--- src/rtl/vram_arbiter_if.sv ---
// Bundle of scan position, CPU write port, VRAM port and renderer outputs for vram_arbiter.
// slave is the arbiter side; master is the driver/observer side.
interface vram_arbiter_if #(
  parameter int unsigned ADDR_W = 11,
  parameter int unsigned DATA_W = 4
);
  logic [9:0]        x_ptr;
  logic [9:0]        y_ptr;
  logic              valid;
  logic              wr_req;
  logic [ADDR_W-1:0] wr_addr;
  logic [DATA_W-1:0] wr_data;
  logic              wr_ack;
  logic              wr_full;
  logic [ADDR_W-1:0] mem_addr;
  logic              mem_we;
  logic [DATA_W-1:0] mem_wdata;
  logic [DATA_W-1:0] mem_rdata;
  logic [DATA_W-1:0] tile_code;
  logic              tile_valid;
  logic              init_busy;

  modport slave (
    input  x_ptr, y_ptr, valid, wr_req, wr_addr, wr_data, mem_rdata,
    output wr_ack, wr_full, mem_addr, mem_we, mem_wdata, tile_code, tile_valid, init_busy
  );

  modport master (
    output x_ptr, y_ptr, valid, wr_req, wr_addr, wr_data, mem_rdata,
    input  wr_ack, wr_full, mem_addr, mem_we, mem_wdata, tile_code, tile_valid, init_busy
  );
endinterface

--- src/rtl/vram_arbiter.sv ---
// Single-port tile VRAM arbiter: video tile fetch has priority, CPU writes drain from a FIFO.
// Optional power-on VRAM clear is enabled with `define VRAM_CLEAR_EN.
module vram_arbiter #(
  parameter int unsigned ADDR_W     = 11,
  parameter int unsigned DATA_W     = 4,
  parameter int unsigned COLS       = 40,
  parameter int unsigned ROWS       = 30,
  parameter int unsigned FIFO_DEPTH = 4
) (
  input  logic           clk,
  input  logic           reset,
  vram_arbiter_if.slave  bus
);

  localparam int unsigned PTR_W = $clog2(FIFO_DEPTH);
  localparam int unsigned CNT_W = PTR_W + 1;
  localparam int unsigned TILES = COLS * ROWS;

  // The whole tile map must be addressable.
  if (TILES > (1 << ADDR_W)) begin : g_bad_geometry
    $error("vram_arbiter: COLS*ROWS exceeds the VRAM address space");
  end

`ifdef VRAM_CLEAR_EN
  typedef enum logic [2:0] {INIT, IDLE, VREAD, VCAP, CWRITE} state_e;
  localparam state_e RST_STATE = INIT;
`else
  typedef enum logic [2:0] {IDLE, VREAD, VCAP, CWRITE} state_e;
  localparam state_e RST_STATE = IDLE;
`endif

  state_e            state_q, state_d;
  logic [PTR_W-1:0]  wr_ptr_q, wr_ptr_d;
  logic [PTR_W-1:0]  rd_ptr_q, rd_ptr_d;
  logic [CNT_W-1:0]  count_q, count_d;
  logic              wr_full_q, wr_full_d;
  logic [ADDR_W-1:0] fifo_addr_q [FIFO_DEPTH];
  logic [ADDR_W-1:0] fifo_addr_d [FIFO_DEPTH];
  logic [DATA_W-1:0] fifo_data_q [FIFO_DEPTH];
  logic [DATA_W-1:0] fifo_data_d [FIFO_DEPTH];
  logic [ADDR_W-1:0] mem_addr_q, mem_addr_d, mem_addr_c;
  logic [DATA_W-1:0] mem_wdata_q, mem_wdata_d, mem_wdata_c;
  logic              mem_we_c;
  logic [DATA_W-1:0] tile_code_q, tile_code_d;
  logic              tile_valid_q, tile_valid_d;
  logic              slot_c, push_c, pop_c;
  logic [ADDR_W-1:0] vid_addr_c;
  logic              unused_y_msb;
`ifdef VRAM_CLEAR_EN
  logic [ADDR_W-1:0] clr_cnt_q, clr_cnt_d;
  logic              init_busy_q, init_busy_d;
`endif

  // Rows are at most 32 (y_ptr[8:4]); the top scan-line bit never selects a tile.
  assign unused_y_msb = bus.y_ptr[9];

  assign slot_c     = bus.valid && (bus.x_ptr[3:0] == 4'd0);
  assign vid_addr_c = ADDR_W'(bus.y_ptr[8:4]) * ADDR_W'(COLS) + ADDR_W'(bus.x_ptr[9:4]);

  // Next-state, FIFO bookkeeping and VRAM port selection.
  always_comb begin
    state_d      = state_q;
    wr_ptr_d     = wr_ptr_q;
    rd_ptr_d     = rd_ptr_q;
    fifo_addr_d  = fifo_addr_q;
    fifo_data_d  = fifo_data_q;
    mem_addr_c   = mem_addr_q;
    mem_wdata_c  = mem_wdata_q;
    mem_we_c     = 1'b0;
    pop_c        = 1'b0;
    push_c       = bus.wr_req && !wr_full_q && !reset;
    tile_code_d  = tile_code_q;
    tile_valid_d = (state_q == VREAD);
`ifdef VRAM_CLEAR_EN
    clr_cnt_d    = clr_cnt_q;
`endif

    // Read data for the slot issued last cycle is on mem_rdata now.
    if (state_q == VREAD) begin
      tile_code_d = bus.mem_rdata;
    end

    if (reset) begin
      state_d = RST_STATE;
    end
`ifdef VRAM_CLEAR_EN
    else if (state_q == INIT) begin
      mem_we_c    = 1'b1;
      mem_addr_c  = clr_cnt_q;
      mem_wdata_c = '0;
      clr_cnt_d   = clr_cnt_q + 1'b1;
      if (clr_cnt_q == ADDR_W'(TILES - 1)) begin
        state_d = IDLE;
      end
    end
`endif
    else if (slot_c) begin
      mem_addr_c = vid_addr_c;
      state_d    = VREAD;
    end else if (count_q != '0) begin
      pop_c       = 1'b1;
      mem_we_c    = 1'b1;
      mem_addr_c  = fifo_addr_q[rd_ptr_q];
      mem_wdata_c = fifo_data_q[rd_ptr_q];
      state_d     = CWRITE;
    end else begin
      state_d = (state_q == VREAD) ? VCAP : IDLE;
    end

    if (push_c) begin
      fifo_addr_d[wr_ptr_q] = bus.wr_addr;
      fifo_data_d[wr_ptr_q] = bus.wr_data;
      wr_ptr_d              = wr_ptr_q + 1'b1;
    end
    if (pop_c) begin
      rd_ptr_d = rd_ptr_q + 1'b1;
    end

    count_d     = count_q + CNT_W'(push_c) - CNT_W'(pop_c);
    wr_full_d   = (count_d == CNT_W'(FIFO_DEPTH));
    mem_addr_d  = mem_addr_c;
    mem_wdata_d = mem_wdata_c;
`ifdef VRAM_CLEAR_EN
    init_busy_d = (state_d == INIT);
`endif
  end

  // Control and output registers.
  always_ff @(posedge clk) begin
    if (reset) begin
      state_q      <= RST_STATE;
      wr_ptr_q     <= '0;
      rd_ptr_q     <= '0;
      count_q      <= '0;
      wr_full_q    <= 1'b0;
      mem_addr_q   <= '0;
      mem_wdata_q  <= '0;
      tile_code_q  <= '0;
      tile_valid_q <= 1'b0;
`ifdef VRAM_CLEAR_EN
      clr_cnt_q    <= '0;
      init_busy_q  <= 1'b1;
`endif
    end else begin
      state_q      <= state_d;
      wr_ptr_q     <= wr_ptr_d;
      rd_ptr_q     <= rd_ptr_d;
      count_q      <= count_d;
      wr_full_q    <= wr_full_d;
      mem_addr_q   <= mem_addr_d;
      mem_wdata_q  <= mem_wdata_d;
      tile_code_q  <= tile_code_d;
      tile_valid_q <= tile_valid_d;
`ifdef VRAM_CLEAR_EN
      clr_cnt_q    <= clr_cnt_d;
      init_busy_q  <= init_busy_d;
`endif
    end
  end

  // FIFO storage needs no reset; occupancy is tracked by the pointers.
  always_ff @(posedge clk) begin
    fifo_addr_q <= fifo_addr_d;
    fifo_data_q <= fifo_data_d;
  end

  assign bus.wr_ack     = push_c;
  assign bus.wr_full    = wr_full_q;
  assign bus.mem_addr   = mem_addr_c;
  assign bus.mem_we     = mem_we_c;
  assign bus.mem_wdata  = mem_wdata_c;
  assign bus.tile_code  = tile_code_q;
  assign bus.tile_valid = tile_valid_q;
`ifdef VRAM_CLEAR_EN
  assign bus.init_busy  = init_busy_q;
`else
  assign bus.init_busy  = 1'b0;
`endif

endmodule

--- src/flat_wrapper.sv ---
// flat-port wrapper written by rule: the top's interface ports become plain ports
module vram_arbiter_flat 
#(
  parameter int unsigned ADDR_W     = 11,
  parameter int unsigned DATA_W     = 4,
  parameter int unsigned COLS       = 40,
  parameter int unsigned ROWS       = 30,
  parameter int unsigned FIFO_DEPTH = 4
)
  (clk, reset, bus_x_ptr, bus_y_ptr, bus_valid, bus_wr_req, bus_wr_addr, bus_wr_data, bus_mem_rdata, bus_wr_ack, bus_wr_full, bus_mem_addr, bus_mem_we, bus_mem_wdata, bus_tile_code, bus_tile_valid, bus_init_busy);
  vram_arbiter_if #(.ADDR_W(ADDR_W), .DATA_W(DATA_W)) bus_i ();
  input  logic clk;
  input  logic reset;
  input wire logic [$bits(bus_i.x_ptr)-1:0] bus_x_ptr;
  input wire logic [$bits(bus_i.y_ptr)-1:0] bus_y_ptr;
  input wire logic [$bits(bus_i.valid)-1:0] bus_valid;
  input wire logic [$bits(bus_i.wr_req)-1:0] bus_wr_req;
  input wire logic [$bits(bus_i.wr_addr)-1:0] bus_wr_addr;
  input wire logic [$bits(bus_i.wr_data)-1:0] bus_wr_data;
  input wire logic [$bits(bus_i.mem_rdata)-1:0] bus_mem_rdata;
  output wire logic [$bits(bus_i.wr_ack)-1:0] bus_wr_ack;
  output wire logic [$bits(bus_i.wr_full)-1:0] bus_wr_full;
  output wire logic [$bits(bus_i.mem_addr)-1:0] bus_mem_addr;
  output wire logic [$bits(bus_i.mem_we)-1:0] bus_mem_we;
  output wire logic [$bits(bus_i.mem_wdata)-1:0] bus_mem_wdata;
  output wire logic [$bits(bus_i.tile_code)-1:0] bus_tile_code;
  output wire logic [$bits(bus_i.tile_valid)-1:0] bus_tile_valid;
  output wire logic [$bits(bus_i.init_busy)-1:0] bus_init_busy;
  assign bus_i.x_ptr = bus_x_ptr;
  assign bus_i.y_ptr = bus_y_ptr;
  assign bus_i.valid = bus_valid;
  assign bus_i.wr_req = bus_wr_req;
  assign bus_i.wr_addr = bus_wr_addr;
  assign bus_i.wr_data = bus_wr_data;
  assign bus_i.mem_rdata = bus_mem_rdata;
  assign bus_wr_ack = bus_i.wr_ack;
  assign bus_wr_full = bus_i.wr_full;
  assign bus_mem_addr = bus_i.mem_addr;
  assign bus_mem_we = bus_i.mem_we;
  assign bus_mem_wdata = bus_i.mem_wdata;
  assign bus_tile_code = bus_i.tile_code;
  assign bus_tile_valid = bus_i.tile_valid;
  assign bus_init_busy = bus_i.init_busy;
  vram_arbiter #(.ADDR_W(ADDR_W), .DATA_W(DATA_W), .COLS(COLS), .ROWS(ROWS), .FIFO_DEPTH(FIFO_DEPTH)) u_core (.clk(clk), .reset(reset), .bus(bus_i));
endmodule
--- config.mk ---
export PLATFORM = sky130hd
export DESIGN_NAME = vram_arbiter_flat
export DESIGN_NICKNAME = d
export VERILOG_FILES = /design/src/rtl/vram_arbiter_if.sv /design/src/rtl/vram_arbiter.sv /design/src/flat_wrapper.sv
export SDC_FILE = /design/constraint.sdc
export NUM_CORES = 1
export LEC_CHECK = 0
export CORE_UTILIZATION = 53
export DETAILED_ROUTE_END_ITERATION = 12
export PLACE_DENSITY = 0.81
export SLEW_MARGIN = 15
export SYNTH_ARGS = -nofsm -noshare
export SYNTH_HDL_FRONTEND = slang
export SYNTH_SLANG_ARGS = --single-unit
--- constraint.sdc ---
create_clock -name clk -period 3.9 [get_ports clk]
set_input_delay 0.78 -clock clk [delete_from_list [all_inputs] [get_ports clk]]
set_output_delay 0.78 -clock clk [all_outputs]
set_load 0.005 [all_outputs]
==> results of run 1 <==
## flip-flops by register name, summed over array words and instances (netlist names)
register	count
u_core.bus.tile_code	4
u_core.bus.tile_valid	1
u_core.fifo_addr_q	44
u_core.count_q	3
u_core.mem_addr_q	11
u_core.fifo_data_q	16
u_core.state_q	2
u_core.bus.wr_full	1
u_core.mem_wdata_q	4
u_core.wr_ptr_q	2
u_core.rd_ptr_q	2
## critical path, stage by stage
cell and delay (ns):
clkdlybuf4s50_1 0.52, ha_4 0.23, fa_2 0.42, xnor2_2 0.18, nor3_2 0.18, xnor3_1 0.24
nor2_2 0.15, a21oi_1 0.08, clkdlybuf4s15_1 0.22
## power by group
group | internal, mW | total, mW | switching (mW) | leakage [nW]
clock | 0.366 | 0.698 | 0.332 | 0.109
sequential | 1.16 | 1.24 | 0.0882 | 0.792
combinational | 0.583 | 1.06 | 0.479 | 1.05
total | 2.10 | 3.00 | 0.899 | 1.95
## final timing paths
kind / from / endpoint / slack, ns
max: bus_y_ptr[8] / bus_mem_addr[9] / 0.11
min: u_core.mem_addr_q[8]$_SDFF_PP0_ / u_core.mem_addr_q[8]$_SDFF_PP0_ / 0.49
max reg2reg: u_core.count_q[1]$_SDFF_PP0_ / u_core.bus.wr_full$_SDFF_PP0_ / 1.23
min reg2reg: u_core.mem_addr_q[8]$_SDFF_PP0_ / u_core.mem_addr_q[8]$_SDFF_PP0_ / 0.49
## cell usage in the layout, fill, tap and decap left out, types with 4 or more instances in the layout
master | Yosys | final
a21o_1 | 11 | 11
dfxtp_1 | 30 | 30
xnor2_1 | 8 | 6
nor2_1 | 23 | 21
mux4_2 | 9 | 9
nand2_1 | 16 | 16
mux4_1 | 6 | 6
clkdlybuf4s50_1 | 0 | 52
inv_1 | 7 | 7
mux2_2 | 4 | 4
ha_1 | 15 | 12
a211oi_2 | 6 | 6
clkbuf_8 | 0 | 9
nor2b_1 | 4 | 4
mux2i_1 | 9 | 9
and2_1 | 5 | 5
a21oi_1 | 15 | 13
buf_4 | 3 | 23
edfxtp_1 | 60 | 60
## logic make-up (layout without fill, tap and decap cells)
logic type                 Yosys count  count (layout)  synth area share
AOI/OAI and AO/OA                   45              45            0.0866
xor gates and xnor gates            12              12            0.0294
adders and majority gates           18              18            0.0612
buffers and inverters               23             107            0.0365
DFF                                 90              90             0.594
muxes                               28              28             0.122
other                                1               1          0.000927
and+or+nand+nor                     58              58            0.0690
## routing by layer
layer | GRT usage | part of all wire | vias to the layer above
met3 | 0.0434 | 0.034 | 12
met4 | 0.105 | 0.020 | 0
li1 | - | - | 1181
met1 | 0.257 | 0.44 | 1190
met2 | 0.344 | 0.51 | 54
met5 | 0 | 0 | -
## what timing repair did
item                                    in CTS  in global routing
gates resized for setup                     21                 10
endpoints found under the setup margin       5                  6
buffers inserted                             4                  2
pin swaps                                   12                  7
cloned                                       0                  0
## final cells by class
cell class / count / area, um2
clock buffers: 9 / 124
inverters: 8 / 30.0
clock inverters: 7 / 100
well taps: 99 / 124
fillers: 496 / 2210
repair buffers: 83 / 767
flip-flops and latches: 90 / 2400
multi-input cells: 162 / 1570
## per-stage QoR
| stage | area (um2) | cells | worst slack, ns | hold slack, ns | util |
|---|---|---|---|---|---|
| 3_3_place_gp | 4780 | 436 | -0.373 | 0.464 | 0.652 |
| 2_1_floorplan | 4050 | 275 | 0.628 | 0.459 | - |
| 6_report | 5120 | 458 | 0.110 | 0.492 | 0.698 |
| 3_5_place_dp | 4780 | 436 | -0.390 | 0.480 | 0.652 |
| 5_1_grt | 5120 | 458 | -0.00564 | 0.518 | 0.698 |
| 4_1_cts | 5060 | 456 | -0.0523 | 0.495 | 0.690 |
==> run_results.csv, run 1 <==
group,metric,value,unit
floorplanning,rows,31,
detailed_routing,wl_per_cell,16.4,um
clock_network,cts_tree,"done",
detailed_routing,ant_nets,0,
yosys,synth_area_leaders,"edfxtp_1, dfxtp_1, mux4_2",
clock_network,clockBufferDepth,2,
timing,slew_headroom,0.448,
yosys,netlist_area,4050,um2
worst_setup_path,end_kind,"output port",
grt,first_global_vias,2427,
timing,worstMarginPinSlew,0.828,ns
yosys,syn_nets,336,
timing,setup_viol,0,
yosys,synthTopCellsByCount,"edfxtp_1, dfxtp_1, nor2_1",
detailed_routing,totalWireLength,7.52,mm
detailed_routing,dr.pass1.iters,4,
timing,finClkSkew,0.0105,ns
worst_setup_path,cp_max_fo,3,
floorplanning,die_w,89.4,um
grt,grt_start_max_net_pins,38,
timing,finalCritPeriodShare,0.972,
hold_path,hold_depth,2,
clock_network,cts-root-buf,"clkbuf_8",
grt,grt_pass1_wl,11.8,mm
yosys,synth-seq-cells,90,
yosys,synth_cell_types,45,
yosys,synth_flop_cell,"edfxtp_1",
yosys,synth_edf_count,60,
floorplanning,die_y,89.4,um
power,power_leakage,1.95,nW
detailed_routing,vias,2437,
power,p_per_area,587,nW/um2
clock_network,htreeDepth,3,
timing,fin_tns_setup,0,ns
yosys,synth.avg_cell_area,14.7,um2
yosys,synth_seq_area_share,0.594,
placed_design,gp_congestion,0.742,
floorplanning,initial_core_util,0.552,
cells_and_area,final_nets,415,
clock_network,cts_sinks,90,
run_status,status,"finished clean",
yosys,syn_inst,275,
clock_network,cts_hold_buffers,0,
timing,final_hold_viol_count,0,
timing,slew_violations,0,
power,finalPower,3.00,mW
worst_setup_path,cp_data_arrival_time,3.01,ns
yosys,synth_top_area_frac,0.445,
floorplanning,boundaryPins,67,
yosys,synthArstFlopShare,0,
yosys,yosysWarnings,0,
worst_setup_path,reg2regPathDepth,9,
floorplanning,fp.dieArea,7990,um2
timing,fmax,264,MHz
clock_network,cts.clk_slew.worst_paths,0.08,ns
grt,overflow,0,
timing,fin_crit,3.79,ns
floorplanning,core,7330,um2
worst_setup_path,cp-start-kind,"input port",
detailed_routing,drtIter0Drc,107,
grt,antenna_found_initial,0,
worst_setup_path,cp.required,3.12,ns
clock_network,cts_buffers,9,
worst_setup_path,crit_type,"in2out",
placed_design,hpwlAfterDp,5.02,mm
detailed_routing,via_per_inst,5.32,
placed_design,port_buffers,60,
grt,grtUsageTotal,0.206,
clock_network,clock_latency,0.36,ns
cells_and_area,area_growth,26.5,%
cells_and_area,diodes,0,
cells_and_area,drive_above_1_share,0.231,
yosys,yosysTopAreaCell,"edfxtp_1",
job,maxCapViolCount,0,
power,ir_drop,309,uV
detailed_routing,remaining_drc_errors,0,
yosys,yosysMostFrequentCell,"edfxtp_1",
hold_path,hold_path_class,"reg2reg",
(Power assumes the default switching activity.)
==> run 2, diff against run 1 <==
--- a/config.mk
+++ b/config.mk
@@ -8,6 +8,7 @@
 export CORE_UTILIZATION = 53
 export DETAILED_ROUTE_END_ITERATION = 12
 export PLACE_DENSITY = 0.81
+export SKIP_LAST_GASP = 1
 export SLEW_MARGIN = 15
 export SYNTH_ARGS = -nofsm -noshare
 export SYNTH_HDL_FRONTEND = slang
==> run 2 against run 1 <==
Register-to-register slack barely moved. Largest cell class unchanged. Global-route usage did not move. Non-clock buffer count did not move. Cell count did not move.
==> run_results.csv, run 2 (synthesis results as in run 1) <==
group,metric,value,unit
cells_and_area,largest_reg_flops,44,
cells_and_area,final_nets,415,
worst_setup_path,rrSetupSlack,1.23,ns
floorplanning,boundaryPins,67,
grt,grtUsageTotal,0.206,
timing,slew_headroom,0.451,
timing,whs,0.495,ns
timing,finalCritPeriodShare,0.982,
worst_setup_path,reg2regPathDepth,9,
cells_and_area,largestRegisters,"u_core.fifo_addr_q: 44 flops, u_core.fifo_data_q: 16 flops, u_core.mem_addr_q: 11 flops",
timing,final_hold_viol_count,0,
timing,fin_tns_setup,0,ns
worst_setup_path,crit_type,"in2out",
worst_setup_path,critPathLaunch,"bus_y_ptr[8]",
power,p_int,2.10,mW
placed_design,hpwlAfterDp,5.02,mm
detailed_routing,vias,2441,
cells_and_area,multiInputGateArea,1570,um2
power,pwr-share-seq,0.414,
detailed_routing,dr.pass1.iters,4,
clock_network,cts.clk_slew.worst_paths,0.08,ns
hold_path,hold_path_class,"reg2reg",
timing,setup_viol,0,
cells_and_area,final_util,0.698,
worst_setup_path,cp_max_fo,2,
worst_setup_path,timing.rr.start,"u_core.count_q[1]$_SDFF_PP0_",
power,power_leakage,1.95,nW
detailed_routing,totalWireLength,7.51,mm
hold_path,hold_depth,2,
power,switching_power,897,uW
cells_and_area,drive_above_1_share,0.228,
cells_and_area,largest-register,"u_core.fifo_addr_q",
detailed_routing,ant_nets,0,
clock_network,cts_buffers,9,
power,sw_frac_of_total,0.299,
floorplanning,initial_core_util,0.552,
power,clockPowerShare,0.233,
timing,slew_violations,0,
floorplanning,die_w,89.4,um
grt,grt_pass1_wl,11.8,mm
detailed_routing,wl_per_cell,16.4,um
detailed_routing,via_per_inst,5.33,
cells_and_area,area_growth,26.4,%
grt,first_global_vias,2427,
placed_design,port_buffers,60,
worst_setup_path,r2r_end,"u_core.bus.wr_full$_SDFF_PP0_",
power,combPwrFrac,0.353,
timing,grt_setup_unrepaired,"true",
floorplanning,core,7330,um2
clock_network,cts_hold_buffers,0,
timing,setup_ws,0.0688,ns
grt,antenna_found_initial,0,
clock_network,cts_tree,"done",
cells_and_area,fill_cells,496,
timing,fmax,261,MHz
hold_path,holdCritStartpoint,"u_core.mem_addr_q[8]$_SDFF_PP0_",
timing,worstMarginPinSlew,0.823,ns
detailed_routing,remaining_drc_errors,0,
worst_setup_path,cp_data_arrival_time,3.05,ns
grt,grt_start_max_net_pins,38,
timing,fin_crit,3.83,ns
grt,overflow,0,
hold_path,whs_endpoint,"u_core.mem_addr_q[8]$_SDFF_PP0_",
clock_network,clockBufferDepth,2,
detailed_routing,drtIter0Drc,104,
worst_setup_path,cp-start-kind,"input port",
clock_network,cts-root-buf,"clkbuf_8",
floorplanning,fp.dieArea,7990,um2
worst_setup_path,cp.required,3.12,ns
worst_setup_path,end_kind,"output port",
clock_network,htreeDepth,3,
clock_network,clock_latency,0.36,ns
cells_and_area,most-common-layout-cells,"edfxtp_1, clkdlybuf4s50_1, dfxtp_1",
cells_and_area,final_common_cell,"edfxtp_1",
power,p_per_area,587,nW/um2
run_status,status,"finished clean",
placed_design,pre_cts_slack,-0.390,ns
cells_and_area,layout.area.seq,2400,um2
timing,finClkSkew,0.0102,ns
floorplanning,die_y,89.4,um
job,maxCapViolCount,0,
clock_network,cts_sinks,90,
cells_and_area,diodes,0,
power,ir_drop,308,uV
floorplanning,rows,31,
placed_design,gp_congestion,0.742,
-- run 2: layout make-up --
type                       instances  area share
sequential                        90       0.470
clock inverter                     7      0.0196
multi-input combinational        162       0.306
inverter                           8     0.00587
clock buffer                       9      0.0242
timing repair buffer              83       0.150
tap                               99      0.0242
-- run 2: per-stage QoR --
step	cell area [um2]	total power [mW]	cells
final	5110	3.00	458
after global routing	5110	3.17	458
after CTS	5060	3.02	456
after detailed placement	4780	2.31	436
after global placement	4780	2.28	436
after floorplan	4050	1.95	275
-- run 2: how the worst max path moves through the flow --
stage / endpoint / slack (ns)
after floorplan: bus_mem_addr[10] / 0.63
after CTS: bus_mem_addr[9] / -0.05
after detailed placement: bus_mem_addr[10] / -0.39
final: bus_mem_addr[9] / 0.07
after global placement: bus_mem_addr[9] / -0.37
after global routing: bus_mem_addr[9] / -0.03
-- run 2: worst max-delay path, stage by stage --
cell	delay (ns)
clkdlybuf4s50_1	0.52
ha_4	0.23
ha_1	0.29
a21o_1	0.15
a21oi_1	0.25
xnor3_1	0.37
nor2_2	0.15
a21oi_1	0.08
clkdlybuf4s15_1	0.22
-- run 2: metal layers --
layer / vias to the layer above / track usage / wire [um]
met2: 58 / 0.344 / 3810
met4: 0 / 0.105 / 153
met3: 12 / 0.0434 / 268
li1: 1181 / - / -
met1: 1190 / 0.257 / 3280
met5: - / 0 / 0
-- run 2: repair_timing --
item	in CTS	in global routing
endpoints found under the setup margin	5	6
gates resized for setup	21	9
setup buffers	4	2
pin swaps	12	7
-- run 2: power groups by stage --
stage	clock network [mW]	logic [mW]	registers, mW
2_1_floorplan	0	0.723	1.22
3_3_place_gp	0	1.03	1.26
3_5_place_dp	0	1.05	1.26
4_1_cts	0.717	1.06	1.24
5_1_grt	0.750	1.16	1.26
6_report	0.698	1.06	1.24
